`src/rtl/delay_pkg.sv`:
```
// Shared types and helpers for the timestamp-based pulse delay.
// Holds default sizes and the pointer-width function.
package delay_pkg;

   localparam int CNT_W_DEF = 16;
   localparam int DEPTH_DEF = 8;

   typedef logic [CNT_W_DEF-1:0] ts_t;

   function automatic int clog2(input int v);
      int r;
      r = 0;
      for (int i = 0; i < 31; i++)
         if ((1 << i) < v) r = i + 1;
      return r;
   endfunction

endpackage

```
`src/rtl/ts_fifo.sv`:
```
// Synchronous FIFO of expiry timestamps.
// Push into a full FIFO is taken when a pop happens in the same cycle.
module ts_fifo
   import delay_pkg::*;
#(
   parameter int W     = CNT_W_DEF,
   parameter int DEPTH = DEPTH_DEF,
   localparam int AW   = clog2(DEPTH)
) (
   input  logic          clk,
   input  logic          rst,
   input  logic          push,
   input  logic          pop,
   input  logic          flush,
   input  logic [W-1:0]  din,
   output logic          full,
   output logic          empty,
   output logic [AW:0]   level,
   output logic [W-1:0]  head
);

   logic [W-1:0]  mem [DEPTH];
   logic [AW-1:0] wr_ptr;
   logic [AW-1:0] rd_ptr;
   logic [AW:0]   cnt;
   logic          do_push;
   logic          do_pop;

   assign full    = (cnt == (AW+1)'(DEPTH));
   assign empty   = (cnt == '0);
   assign level   = cnt;
   assign head    = mem[rd_ptr];
   assign do_pop  = pop & ~empty & ~flush;
   assign do_push = push & (~full | do_pop) & ~flush;

   always_ff @(posedge clk or posedge rst) begin
      if (rst) begin
         wr_ptr <= '0;
         rd_ptr <= '0;
         cnt    <= '0;
      end else if (flush) begin
         wr_ptr <= '0;
         rd_ptr <= '0;
         cnt    <= '0;
      end else begin
         if (do_push) wr_ptr <= wr_ptr + 1'b1;
         if (do_pop)  rd_ptr <= rd_ptr + 1'b1;
         unique case ({do_push, do_pop})
            2'b10:   cnt <= cnt + 1'b1;
            2'b01:   cnt <= cnt - 1'b1;
            default: cnt <= cnt;
         endcase
      end
   end

   always_ff @(posedge clk) begin
      if (do_push) mem[wr_ptr] <= din;
   end

endmodule

```
`src/rtl/delay_sched.sv`:
```
// Runtime-programmable pulse delay: each input event stores its
// expiry timestamp and is emitted when the free-running timer reaches it.
module delay_sched
   import delay_pkg::*;
#(
   parameter int CNT_W = CNT_W_DEF,
   parameter int DEPTH = DEPTH_DEF,
   localparam int LW   = clog2(DEPTH) + 1
) (
   input  logic             clk,
   input  logic             rst,
   input  logic             din,
   output logic             dout,
   input  logic [CNT_W-1:0] cfg_delay,
   output logic [CNT_W-1:0] cur_delay,
   input  logic             flush,
   output logic             busy,
   output logic [LW-1:0]    level,
   output logic             ovf,
   input  logic             ovf_clr
);

   logic [CNT_W-1:0] timer;
   logic [CNT_W-1:0] tmr_nxt;
   logic [CNT_W-1:0] expiry;
   logic [CNT_W-1:0] head;
   logic [CNT_W-1:0] cfg_clamp;
   logic             full;
   logic             empty;
   logic             ev;
   logic             bypass;
   logic             pop;
   logic             push;
   logic             drop;
   logic             idle;

   assign tmr_nxt = timer + 1'b1;
   assign expiry  = timer + cur_delay;
   assign ev      = din & ~flush;

   // A one-cycle delay cannot round-trip through the FIFO; the FIFO is
   // always empty while cur_delay is 1, so the event goes straight out.
   assign bypass  = ev & (cur_delay == CNT_W'(1));

   // Popping on timer+1 lands dout one edge earlier, so D stages total.
   assign pop     = ~flush & ~empty & (head == tmr_nxt);
   assign push    = ev & ~bypass & (~full | pop);
   assign drop    = ev & ~bypass & full & ~pop;
   assign idle    = empty & ~din & ~pop;

   assign cfg_clamp = (cfg_delay == '0) ? CNT_W'(1) : cfg_delay;
   assign busy      = (level != '0);

   ts_fifo #(
      .W     (CNT_W),
      .DEPTH (DEPTH)
   ) u_fifo (
      .clk   (clk),
      .rst   (rst),
      .push  (push),
      .pop   (pop),
      .flush (flush),
      .din   (expiry),
      .full  (full),
      .empty (empty),
      .level (level),
      .head  (head)
   );

   always_ff @(posedge clk or posedge rst) begin
      if (rst) begin
         timer     <= '0;
         dout      <= 1'b0;
         cur_delay <= CNT_W'(1);
         ovf       <= 1'b0;
      end else begin
         timer <= tmr_nxt;
         dout  <= ~flush & (pop | bypass);
         if (idle) cur_delay <= cfg_clamp;
         if (drop)         ovf <= 1'b1;
         else if (ovf_clr) ovf <= 1'b0;
      end
   end

endmodule

```
`config.mk`:
```
export PLATFORM = sky130hd
export DESIGN_NAME = delay_sched
export DESIGN_NICKNAME = d
export VERILOG_FILES = /design/src/rtl/delay_pkg.sv /design/src/rtl/ts_fifo.sv /design/src/rtl/delay_sched.sv
export SDC_FILE = /design/constraint.sdc
export NUM_CORES = 1
export LEC_CHECK = 0
export CELL_PAD_IN_SITES_DETAIL_PLACEMENT = 0
export CELL_PAD_IN_SITES_GLOBAL_PLACEMENT = 1
export CORE_ASPECT_RATIO = 1.1
export CORE_UTILIZATION = 51
export DETAILED_ROUTE_END_ITERATION = 7
export PLACE_DENSITY = 0.81
export SLEW_MARGIN = 40
export SYNTH_ARGS = -nofsm -noshare
export SYNTH_HDL_FRONTEND = slang
export SYNTH_SLANG_ARGS = --single-unit
```
`constraint.sdc`:
```
create_clock -name clk -period 4.3 [get_ports clk]
set_input_delay 0.43 -clock clk [delete_from_list [all_inputs] [get_ports clk]]
set_output_delay 0.43 -clock clk [all_outputs]
set_load 0.02 [all_outputs]
```
Word level (Yosys, flattened, before mapping)
Memory sizes are Yosys's and may differ from the RTL's. Index checks and enable logic that the tools add are counted.

Bits in registers: 44. Memory bits (writable): 128. Input port bits: 21. Output and inout bits: 23. Logic and storage cells: 61. Memories kept: 1.

Add/subtract/negate cells: 6. Equality and inequality tests: 5. Multiplexer cells: 11. Bitwise logic cells: 24. Reduce and logical (&&, ||, !) cells: 7.

Memories: u_fifo.mem (depth 8, width 16, read ports 1, clocked after Yosys merged registers in 0, wr ports 1, line ts_fifo.sv:22) `logic [W-1:0] mem [DEPTH];`.

Operators by type and width (count): 16-bit by 1-bit adder with 16-bit output (second input constant) (1); 16-bit adder (1); 16-bit by 1-bit == test with 1-bit output (second input constant) (1); 16-bit == test (1); 16-bit zero test (1); 16-bit two-way mux (1); 1-bit bitwise AND (15); 3-bit two-way mux (4); 4-bit case mux with 2 select lines (1); 3-bit by 1-bit adder with 3-bit output (second input constant) (2); 1-bit NOT (6); 2-bit nonzero test (3); 4-bit by 1-bit adder with 4-bit output (second input constant) (1); 4-bit == test (second input constant) (1); 4-bit zero test (1); 1-bit two-way mux (4); 4-bit two-way mux (1); 4-bit nonzero test (1); 4-bit by 1-bit subtractor with 4-bit output (second input constant) (1); 1-bit bitwise OR (3); 3-bit nonzero test (1); 2-bit by 1-bit == test with 1-bit output (second input constant) (1); 2-bit == test (second input constant) (1).

Logic depth before layout (Yosys ltp)
Gate-level depths: netlist of run 1.

Depth in word-level cells: 12. Gate-level depth with buffers: 16. Gate-level depth less buffers: 14.

Modules after synthesis
From an unflattened synthesis of run 1, not the netlist that was laid out.

Cell total of the unflattened synthesis: 561. Area total of the unflattened synthesis: 8262.9 sq um.

Modules (own cells, without submodules): ts_fifo (instances 1, cells an instance 274, area each 5565.3 sq um, seq. area each 4093.9 sq um); delay_sched (instances 1, cells an instance 287, area each 2697.6 sq um, seq. area each 852.1 sq um).

Worst setup path after synthesis of run 1
OpenSTA, ideal clock, no wires.

Path kind: register to register. From: reg u_fifo.rd_ptr[1]. To: mem u_fifo.mem[1][0] (netlist name), enable pin. Data arrival time: 3454 ps. Data required time: 3891 ps. Slack: 437 ps. Cell stages (with the launch flop): 11. Path buffers: 2. Path through: dfrtp_1 -> buf_6 -> mux4_2 -> mux2i_1 -> xnor3_1 -> nor2_1 -> nor4b_4 -> and4_1 -> buf_6 -> o211ai_1 -> nor3_1.

Cells in the longest elaborated chain, start to end: 10. Elaborated cells between the ends (all ways): 12. Those cells by class: eq/ne: 1; mux: 2; bitwise: 8; memory: 1.

Ends and longest elaborated chain: start, declared (line ts_fifo.sv:24) `logic [AW-1:0] rd_ptr;`; start signal, assigned (line ts_fifo.sv:47) `if (do_pop) rd_ptr <= rd_ptr + 1'b1;`; memory 8 x 16 bit *; 16-bit == test * (line delay_sched.sv:46) `assign pop = ~flush & ~empty & (head == tmr_nxt);`; 1-bit bitwise AND * (line delay_sched.sv:46); 1-bit bitwise AND (2 in a row) (line ts_fifo.sv:33) `assign do_pop = pop & ~empty & ~flush;`; 1-bit bitwise OR (line ts_fifo.sv:34) `assign do_push = push & (~full | do_pop) & ~flush;`; 1-bit bitwise AND * (2 in a row) (line ts_fifo.sv:34); 1-bit two-way mux * (line ts_fifo.sv:57) `if (do_push) mem[wr_ptr] <= din;`; 1-bit two-way mux (implied by the code) * (line ts_fifo.sv:57); end, declared (line ts_fifo.sv:22).

Every way passes the cells marked *; elsewhere a longest branch is shown, timed or not.

Worst setup path in the final report of run 1
From: reg timer[0]. To: reg u_fifo.cnt[3], in the netlist u_fifo.level[3].

Cells in the longest elaborated chain, start to end: 11. Elaborated cells between the ends (all ways): 15. Those cells by class: add/sub: 1; eq/ne: 3; mux: 2; bitwise: 8; reduce/logical: 1.

Ends and longest elaborated chain: start, declared (line delay_sched.sv:23) `logic [CNT_W-1:0] timer;`; start signal, assigned (line delay_sched.sv:77) `timer <= tmr_nxt;`; 16-bit by 1-bit adder with 16-bit output * (line delay_sched.sv:37) `assign tmr_nxt = timer + 1'b1;`; via tmr_nxt[14] (line delay_sched.sv:24) `logic [CNT_W-1:0] tmr_nxt;`; 16-bit == test * (line delay_sched.sv:46); 1-bit bitwise AND * (line delay_sched.sv:46); 1-bit bitwise AND (2 in a row) (line ts_fifo.sv:33); 1-bit bitwise OR (line ts_fifo.sv:34); 1-bit bitwise AND (2 in a row) (line ts_fifo.sv:34); 2-bit by 1-bit == test with 1-bit output or 2-bit == test (tied branches) (line ts_fifo.sv:48) `unique case ({do_push, do_pop})`; 4-bit case mux with 2 select lines (line ts_fifo.sv:48); 4-bit two-way mux (line ts_fifo.sv:41) `end else if (flush) begin`; end signal, assigned (line ts_fifo.sv:49) `2'b10: cnt <= cnt + 1'b1;`; end signal, assigned (line ts_fifo.sv:50) `2'b01: cnt <= cnt - 1'b1;`; end signal, assigned (line ts_fifo.sv:51) `default: cnt <= cnt;`; end, declared (line ts_fifo.sv:25) `logic [AW:0] cnt;`.

The timed path passes the listed nets; every way through them passes the cells marked *. A chain may end at the register's enable or synchronous reset.

==> impl_metrics.env, run 1 <==
export IMPL_n_antenna_cell=0
export IMPL_yosysTopAreaCell="edfxtp_1"
export IMPL_yosys_warnings=0
export IMPL_grt_max_degree=45
export IMPL_initial_core_util_pct=52.7
export IMPL_rsz0062_at_grt="no"
export IMPL_synth_seq_cells=172
export IMPL_max_clock_path_buffers=2
export IMPL_setup_viol=0
export IMPL_drv_cap=0
export IMPL_cts_tree="done"
export IMPL_first_iter_violations=273
export IMPL_worstMarginPinSlew_ns=0.784
export IMPL_grt_pass1_vias=4697
export IMPL_drtPass1Iterations=7
export IMPL_max_freq_mhz=256
export IMPL_synthCells=521
export IMPL_io_buffers=43
export IMPL_netlist_area_um2=8030
export IMPL_critPathMaxStageDelay_ns=0.50
export IMPL_status="finished, final reports clean"
export IMPL_synth_flop_cell="edfxtp_1"
export IMPL_critPathRequiredTime_ns=4.64
export IMPL_htreeDepth=4
export IMPL_synthTopCellsByArea="edfxtp_1, dfrtp_1, mux4_2, mux2_2, ha_1"
export IMPL_ir_worst_vdd_mv=0.318
export IMPL_core_um2=15200
export IMPL_cts_buffers=17
export IMPL_grt_pass1_wl_um=25700
export IMPL_maxSlewHeadroom_pct=47.3
export IMPL_die_w_um=122
export IMPL_wl_per_cell_um=21.1
export IMPL_drc=0
export IMPL_arrival_ns=4.25
export IMPL_grt_usage_pct=22.0
export IMPL_fp_dieArea_um2=16200
export IMPL_syn_avg_cell_area_um2=15.4
export IMPL_ys_types=65
export IMPL_timing_setup_tns_ns=0
export IMPL_crit_chain="ha_1, nand4_2, nor4_2, xor2_1, xnor2_1, nor4_2, nand4_1, buf_4, nor2_2, ha_1, a21o_1, a21oi_1, nor2_1, a2111o_1, o211ai_1"
export IMPL_syn_nets=564
export IMPL_final_cell_area_um2=9350
export IMPL_period_share_pct=90.9
export IMPL_synth_top_area_share_pct=47.9
export IMPL_hold_path_class="in2async"
export IMPL_p_leak_uw=0.00337
export IMPL_seq_area_frac_synth_pct=61.6
export IMPL_pin_count=44
export IMPL_die_height_um=134
export IMPL_areaGrowthSynthToFinish_pct=16.4
export IMPL_async_reset_ff_share_pct=25.6
export IMPL_hpwl_um=11600
export IMPL_nets=634
export IMPL_drt_total_wl_um=16900
export IMPL_critPathMaxFanout=7
export IMPL_clkTransAtPathRegs_ns=0.07
export IMPL_antenna_found_initial=0
export IMPL_crit_type="reg2reg"
export IMPL_numClockSinks=172
export IMPL_critPathLaunchType="flip-flop"
export IMPL_period_minus_slack_ns=3.91
export IMPL_hold_viol=0
export IMPL_root_buffer="clkbuf_16"
export IMPL_cp_end_kind="flip-flop"
export IMPL_grt_ovfl_total=0
export IMPL_drv_slew=0
export IMPL_vias=4717
export IMPL_core_rowCount=47
export IMPL_vias_per_cell=5.91
export IMPL_slowest_stage="dfrtp_1"
export IMPL_skew_ns=0.00901
export IMPL_gp_congestion=0.813
export IMPL_p_per_area_nw_per_um2=442
export IMPL_drive_above_1_share_pct=17.8
export IMPL_place_area_um2=8760
export IMPL_clock_latency_ns=0.42
export IMPL_antenna_left=0
export IMPL_ctsHoldBuffers=0
export IMPL_synth_edf_count=128
export IMPL_r2r_cells=15
-- repair_timing --
| action | CTS | global route |
|---|---|---|
| resized for setup | 0 | 2 |
| setup endpoints to repair | 0 | 1 |
| setup buffers | 0 | 2 |
-- cell type report --
type / count / area (um^2)
multi-input cells: 318 / 2920
fillers: 1111 / 5880
clock inverters: 12 / 138
well taps: 196 / 245
repair buffers: 64 / 601
flip-flops and latches: 172 / 4950
clock buffers: 18 / 429
inverters: 18 / 70.1
-- synthesized netlist by cell type (2+ instances only) --
cell type / n
nand2_1: 21
nand4_1: 6
a31oi_1: 2
or2_2: 3
buf_4: 3
inv_1: 18
mux2_2: 26
edfxtp_1: 128
o32ai_1: 3
or4_1: 2
xnor2_1: 25
a21o_1: 2
buf_6: 5
dfrtp_1: 43
ha_1: 20
o21ai_0: 11
xor2_1: 11
or3_1: 5
mux2i_1: 18
clkbuf_1: 3
nand2b_1: 8
nor2_1: 26
mux4_2: 17
nor3_1: 16
o2bb2ai_1: 2
xnor3_1: 4
and2_1: 5
nor2b_1: 4
nand3_1: 10
nor4_1: 12
mux4_1: 9
a21oi_1: 8
a22oi_1: 2
and3_1: 4
fa_1: 2
o21a_1: 2
o22ai_1: 3
o211ai_1: 3
a311oi_1: 3
-- cell usage in the layout (no fill, tap or decap), drive strengths merged, types with 21 or more instances in the layout --
master         count
clkdlybuf4s50     43
mux4              26
buf               21
dfrtp             43
xnor2             26
edfxtp           128
nor2              26
inv               23
mux2              26
nand2             21
-- cell families (layout without fill, tap and decap cells) --
kind of cell	Yosys count	in the layout	share of synthesized area, %
buf+inv	31	112	2.21
compound gates	54	54	4.72
simple gates	131	131	8.98
xor+xnor	41	41	5.25
flops	172	172	61.6
mux	70	70	13.6
fa+ha+maj	22	22	3.62
-- flip-flops by register name, indices dropped and copies added (netlist names) --
register       count
u_fifo.mem       128
cur_delay         16
timer             16
u_fifo.level       4
u_fifo.rd_ptr      3
u_fifo.wr_ptr      3
dout               1
ovf                1
-- routing by layer --
metal,wire length [um],global-route usage [%]
met1,7170,27.9
met2,8460,36.8
met4,407,8.71
met5,0,0
met3,825,4.75
-- worst max-delay path: cells and delay by family, from the launching register on --
family	cells	cell delay, ns
compound gates	4	0.83
buf+inv	1	0.17
simple gates	6	1.28
flops	1	0.50
xor+xnor	2	0.51
fa+ha+maj	2	0.52
-- final timing paths --
kind / startpoint / end / slack, ns
max: timer[0] / u_fifo.level[3] / 0.39
min: rst / u_fifo.level[1] / 0.43
max reg2reg: timer[0] / u_fifo.level[3] / 0.39
min reg2reg: ovf / ovf / 0.54
max in group asynchronous: rst / timer[11] / 3.48
min in group clk: ovf / ovf / 0.54
-- through the flow --
step | total power [uW] | setup slack [ns] | utilization [%] | hold WS, ns | instances
global route | 4290 | 0.108 | 61.4 | 0.478 | 798
CTS | 4160 | 0.113 | 61.2 | 0.450 | 796
floorplan | 2430 | 0.437 | - | 0.492 | 521
finish | 4140 | 0.393 | 61.4 | 0.431 | 798
detailed placement | 2700 | 0.191 | 57.5 | 0.536 | 766
global placement | 2670 | 0.331 | 57.5 | 0.522 | 766
-- report_power, final --
part / switching (uW) / leakage, uW / internal (uW) / total, uW
registers: 60.4 / 0.00172 / 1980 / 2040
clock network: 617 / 0.000281 / 857 / 1470
logic: 372 / 0.00137 / 246 / 619
total: 1050 / 0.00337 / 3090 / 4140
Power figures use the tool's default switching activity.
==> run 2, diff against run 1 <==
SLEW_MARGIN = 20   (was 40)
==> impl_metrics.env, run 2 (synthesis gave the netlist of run 1 again) <==
export IMPL_drc=0
export IMPL_path_buf_inv=0
export IMPL_critPathTopFamily="simple AND/OR/NAND/NOR gates"
export IMPL_crit_type="reg2reg"
export IMPL_crit_chain="ha_1, nand4_2, nor4_1, xor2_1, xnor2_1, nor4_2, nand4_1, nor2_2, ha_1, a21o_1, a21oi_1, nor2_1, a2111o_1, o211ai_1"
export IMPL_maxSlewHeadroom_pct=36.3
export IMPL_core_rowCount=47
export IMPL_status="finished, final reports clean"
export IMPL_p_leak_uw=0.00334
export IMPL_skew_ns=0.00861
export IMPL_drt_total_wl_um=16800
export IMPL_dp_cells=766
export IMPL_io_buffers=43
export IMPL_hold_path_class="in2async"
export IMPL_period_share_pct=93.1
export IMPL_cp_depth=14
export IMPL_critPathLaunchType="flip-flop"
export IMPL_grt_ovfl_total=0
export IMPL_pin_count=44
export IMPL_grt_pass1_vias=4674
export IMPL_hpwl_um=11600
export IMPL_core_um2=15200
export IMPL_ctsHoldBuffers=0
export IMPL_wl_per_cell_um=21.1
export IMPL_grt_max_degree=45
export IMPL_slowest_stage="dfrtp_1"
export IMPL_r2r_cells=14
export IMPL_reg_top3="u_fifo.mem (128), cur_delay (16), timer (16)"
export IMPL_max_freq_mhz=250
export IMPL_post_cts_buffers=0
export IMPL_rrSetupSlack_ns=0.30
export IMPL_p_per_area_nw_per_um2=439
export IMPL_worstReg2RegStart="timer[0]"
export IMPL_critPathMaxFanout=7
export IMPL_largest_register="u_fifo.mem"
export IMPL_clock_latency_ns=0.42
export IMPL_r2r_end="u_fifo.level[3]"
export IMPL_numClockSinks=172
export IMPL_cp_end_kind="flip-flop"
export IMPL_final_common_cell="edfxtp_1"
export IMPL_whs_ns=0.542
export IMPL_cp_common_cell="ha_1"
export IMPL_drive_above_1_share_pct=17.1
export IMPL_final_cell_mix="edfxtp_1, dfrtp_1, clkdlybuf4s50_1"
export IMPL_critPathMaxStageDelay_ns=0.49
export IMPL_vias_per_cell=5.94
export IMPL_root_buffer="clkbuf_16"
export IMPL_ir_worst_vdd_mv=0.299
export IMPL_clkTransAtPathRegs_ns=0.07
export IMPL_vias=4732
export IMPL_die_w_um=122
export IMPL_setup_viol=0
export IMPL_max_clock_path_buffers=2
export IMPL_initial_core_util_pct=52.7
export IMPL_grt_pass1_wl_um=25900
export IMPL_worstMarginPinSlew_ns=0.954
export IMPL_crit_end="u_fifo.level[3]"
export IMPL_hold_viol=0
export IMPL_gp_congestion=0.813
export IMPL_die_height_um=134
export IMPL_grt_usage_pct=22.0
export IMPL_period_minus_slack_ns=4.00
export IMPL_timing_setup_tns_ns=0
export IMPL_cts_tree="done"
export IMPL_final_util_pct=61.1
export IMPL_stdcell_count=797
export IMPL_first_iter_violations=336
export IMPL_drtPass1Iterations=5
export IMPL_p_total_uw=4080
export IMPL_htreeDepth=4
export IMPL_n_antenna_cell=0
export IMPL_drv_slew=0
export IMPL_crit_start="timer[0]"
export IMPL_critPathRequiredTime_ns=4.64
export IMPL_antenna_left=0
export IMPL_nets=632
export IMPL_areaGrowthSynthToFinish_pct=15.9
export IMPL_fp_dieArea_um2=16200
export IMPL_antenna_found_initial=0
export IMPL_largest_reg_flops=128
export IMPL_drv_cap=0
export IMPL_arrival_ns=4.35
export IMPL_cts_buffers=17
-- run 2: cell type report --
type,count,area (um^2)
clock buffers,18,429
clock inverters,13,116
fillers,1118,5930
inverters,18,67.6
multi-input cells,318,2910
flip-flops and latches,172,4950
well taps,196,245
repair buffers,62,586
-- run 2: layer usage --
layer	share of wire, %	up-vias	routed length, um	track usage, %
met3	4.0	32	669	3.47
met1	43	2382	7260	28.8
met5	0	-	0	0
li1	-	2181	-	-
met2	50	137	8430	36.9
met4	2.5	0	426	8.57
-- run 2: power breakdown --
part	switching [uW]	total (uW)	internal [uW]
logic	374	620	246
clock network	621	1420	797
registers	60.5	2040	1980
-- run 2: what timing repair did --
action                                 CTS  global route
resized for setup                        0             1
endpoints found under the hold margin    0             0
setup endpoints to repair                0             1
-- run 2: stage by stage --
stage | instance area (um^2) | setup slack, ns
2_1_floorplan | 8030 | 0.437
3_3_place_gp | 8750 | 0.331
3_5_place_dp | 8750 | 0.193
4_1_cts | 9300 | 0.195
5_1_grt | 9300 | -0.000320
6_report | 9300 | 0.295
-- run 2: how the worst min path moves through the flow --
stage,endpoint,slack [ns]
4_1_cts,cur_delay[0],0.54
3_3_place_gp,ovf,0.52
3_5_place_dp,cur_delay[0],0.53
6_report,dout,0.54
5_1_grt,ovf,0.56
2_1_floorplan,timer[15],0.49
==> run 3, diff against run 2 <==
CORE_UTILIZATION = 46   (was 51)
PLACE_DENSITY = 0.77   (was 0.81)
clock period = 3.47 ns   (was 4.3 ns; I/O delays follow)
==> impl_metrics.env, run 3 (synthesis gave the netlist of run 1 again) <==
export IMPL_fin_ws_ns=-0.0102
export IMPL_worstMarginPinSlew_ns=0.763
export IMPL_initial_core_util_pct=47.2
export IMPL_vias=4963
export IMPL_areaGrowthSynthToFinish_pct=26.3
export IMPL_cts_buffers=17
export IMPL_antenna_left=0
export IMPL_cts_tree="done"
export IMPL_fillCellCount=1321
export IMPL_grt_usage_pct=21.0
export IMPL_critPathLaunchType="flip-flop"
export IMPL_met2_usage_pct=37.0
export IMPL_rsz0062_at_grt="yes"
export IMPL_grt_ovfl_total=0
export IMPL_pin_count=44
export IMPL_clkTransAtPathRegs_ns=0.07
export IMPL_htreeDepth=4
export IMPL_whs_ns=0.159
export IMPL_die_height_um=141
export IMPL_timing_setup_tns_ns=-0.0943
export IMPL_dp_cells=847
export IMPL_switching_share_pct=26.5
export IMPL_status="finished, violations left"
export IMPL_critPathMaxStageDelay_ns=0.51
export IMPL_hold_viol=0
export IMPL_grt_pass1_wl_um=27700
export IMPL_hold_path_class="in2async"
export IMPL_drv_slew=0
export IMPL_numClockSinks=172
export IMPL_ctsHoldBuffers=0
export IMPL_arrival_ns=3.63
export IMPL_use_met3_pct=3.40
export IMPL_cp_common_cell="buf_12"
export IMPL_final_common_cell="edfxtp_1"
export IMPL_gp_congestion=0.804
export IMPL_p_leak_uw=0.00371
export IMPL_period_share_pct=100
export IMPL_core_rowCount=50
export IMPL_root_buffer="clkbuf_16"
export IMPL_grt_max_degree=36
export IMPL_drtPass1Iterations=5
export IMPL_die_w_um=128
export IMPL_final_cell_area_um2=10100
export IMPL_reg_top3="u_fifo.mem (128), cur_delay (16), timer (16)"
export IMPL_setup_viol=29
export IMPL_critPathRequiredTime_ns=3.62
export IMPL_skew_ns=0.0137
export IMPL_fp_dieArea_um2=18000
export IMPL_power_frac_seq_pct=48.9
export IMPL_max_clock_path_buffers=2
export IMPL_met1_usage_pct=26.2
export IMPL_drc=0
export IMPL_place_area_um2=9270
export IMPL_nets=688
export IMPL_p_per_area_nw_per_um2=510
export IMPL_ir_worst_vdd_mv=0.302
export IMPL_crit_type="reg2reg"
export IMPL_intPower_uw=3800
export IMPL_max_freq_mhz=287
export IMPL_hpwl_um=12300
export IMPL_largest_register="u_fifo.mem"
export IMPL_drive_above_1_share_pct=28.0
export IMPL_grt_busiest_layer="met2"
export IMPL_p_total_uw=5170
export IMPL_clock_power_share_pct=35.1
export IMPL_first_iter_violations=396
export IMPL_period_minus_slack_ns=3.48
export IMPL_grt_pass1_vias=5055
export IMPL_violations="negative setup slack"
export IMPL_core_um2=17000
export IMPL_clock_latency_ns=0.43
export IMPL_largest_reg_flops=128
export IMPL_slowest_stage="mux4_2"
export IMPL_n_antenna_cell=0
export IMPL_wl_per_cell_um=20.1
export IMPL_io_buffers=43
export IMPL_crit_chain="buf_12, buf_12, mux4_2, mux2i_2, xor2_1, nand2_1, nor3_1, nand4_1, buf_4, a311o_2, nor2_4, clkbuf_16"
export IMPL_vias_per_cell=5.57
export IMPL_antenna_found_initial=0
export IMPL_stdcell_count=891
export IMPL_final_cell_mix="edfxtp_1, buf_4, clkdlybuf4s50_1"
export IMPL_critPathMaxFanout=8
export IMPL_maxSlewHeadroom_pct=48.8
export IMPL_switchingPower_uw=1370
export IMPL_p_comb_share_pct=16.0
export IMPL_drv_cap=0
export IMPL_drt_total_wl_um=17900
export IMPL_cp_end_kind="flip-flop"
export IMPL_r2r_cells=12
==> run 3: cell count changes in the layout (fill, tap and decap cells not counted), moves of 5 or more <==
cell	before	now
mux2i_1	18	10
buf_12	1	14
buf_4	18	57
mux2i_4	0	5
==> run 3: power groups by stage <==
| stage | Clock, uW | Sequential (uW) | Combinational, uW |
|---|---|---|---|
| 6_report | 1810 | 2530 | 829 |
| 5_1_grt | 1920 | 2540 | 905 |
| 4_1_cts | 1840 | 2530 | 822 |
| 3_5_place_dp | 0 | 2570 | 805 |
| 3_3_place_gp | 0 | 2570 | 780 |
| 2_1_floorplan | 0 | 2600 | 411 |
==> run 3: critical path: cells and delay by family (launching register included) <==
kind | cells | cell delay (ns)
AO/OA/AOI/OAI | 1 | 0.44
XOR/XNOR | 1 | 0.22
buffers and inverters | 4 | 0.70
flip-flops | 1 | 0.38
multiplexers | 2 | 0.73
AND/OR/NAND/NOR | 4 | 0.72
==> run 3: cell type report <==
type                    count  area, um^2  area share (%)
flip-flops and latches    172        4950            48.8
inverters                  18        67.6           0.667
multi-input cells         318        3070            30.3
well taps                 234         293            2.89
clock buffers              17         425            4.20
clock inverters            14         133            1.31
repair buffers            118        1200            11.8
==> run 3: worst paths after layout <==
check	startpoint	to	slack, ns
hold / removal	rst	u_fifo.level[1]	0.16
min in group clk	ovf_clr	ovf	0.47
setup reg to reg	u_fifo.rd_ptr[1]	u_fifo.mem[6][14]	-0.01
setup / recovery	u_fifo.rd_ptr[1]	u_fifo.mem[6][14]	-0.01
max in group asynchronous	rst	u_fifo.rd_ptr[0]	2.50
hold reg to reg	ovf	ovf	0.53
==> run 3: per-stage QoR <==
stage | setup slack, ns | utilization (%)
5_1_grt | -0.104 | 59.6
3_5_place_dp | -0.250 | 54.5
2_1_floorplan | -0.0465 | -
6_report | -0.0102 | 59.6
3_3_place_gp | -0.185 | 54.5
4_1_cts | -0.0518 | 58.4
==> run 3: layer usage <==
layer,wire length (um),vias up
li1,-,2297
met1,7530,2511
met2,9420,133
met3,664,22
met4,310,0
met5,0,-
==> run 3: what timing repair did <==
action | CTS | global route
gates resized for setup | 24 | 19
gates cloned | 0 | 1
setup endpoints to repair | 65 | 65
endpoints found under the hold margin | 0 | 0
buffers inserted | 2 | 10
pin swaps | 11 | 10
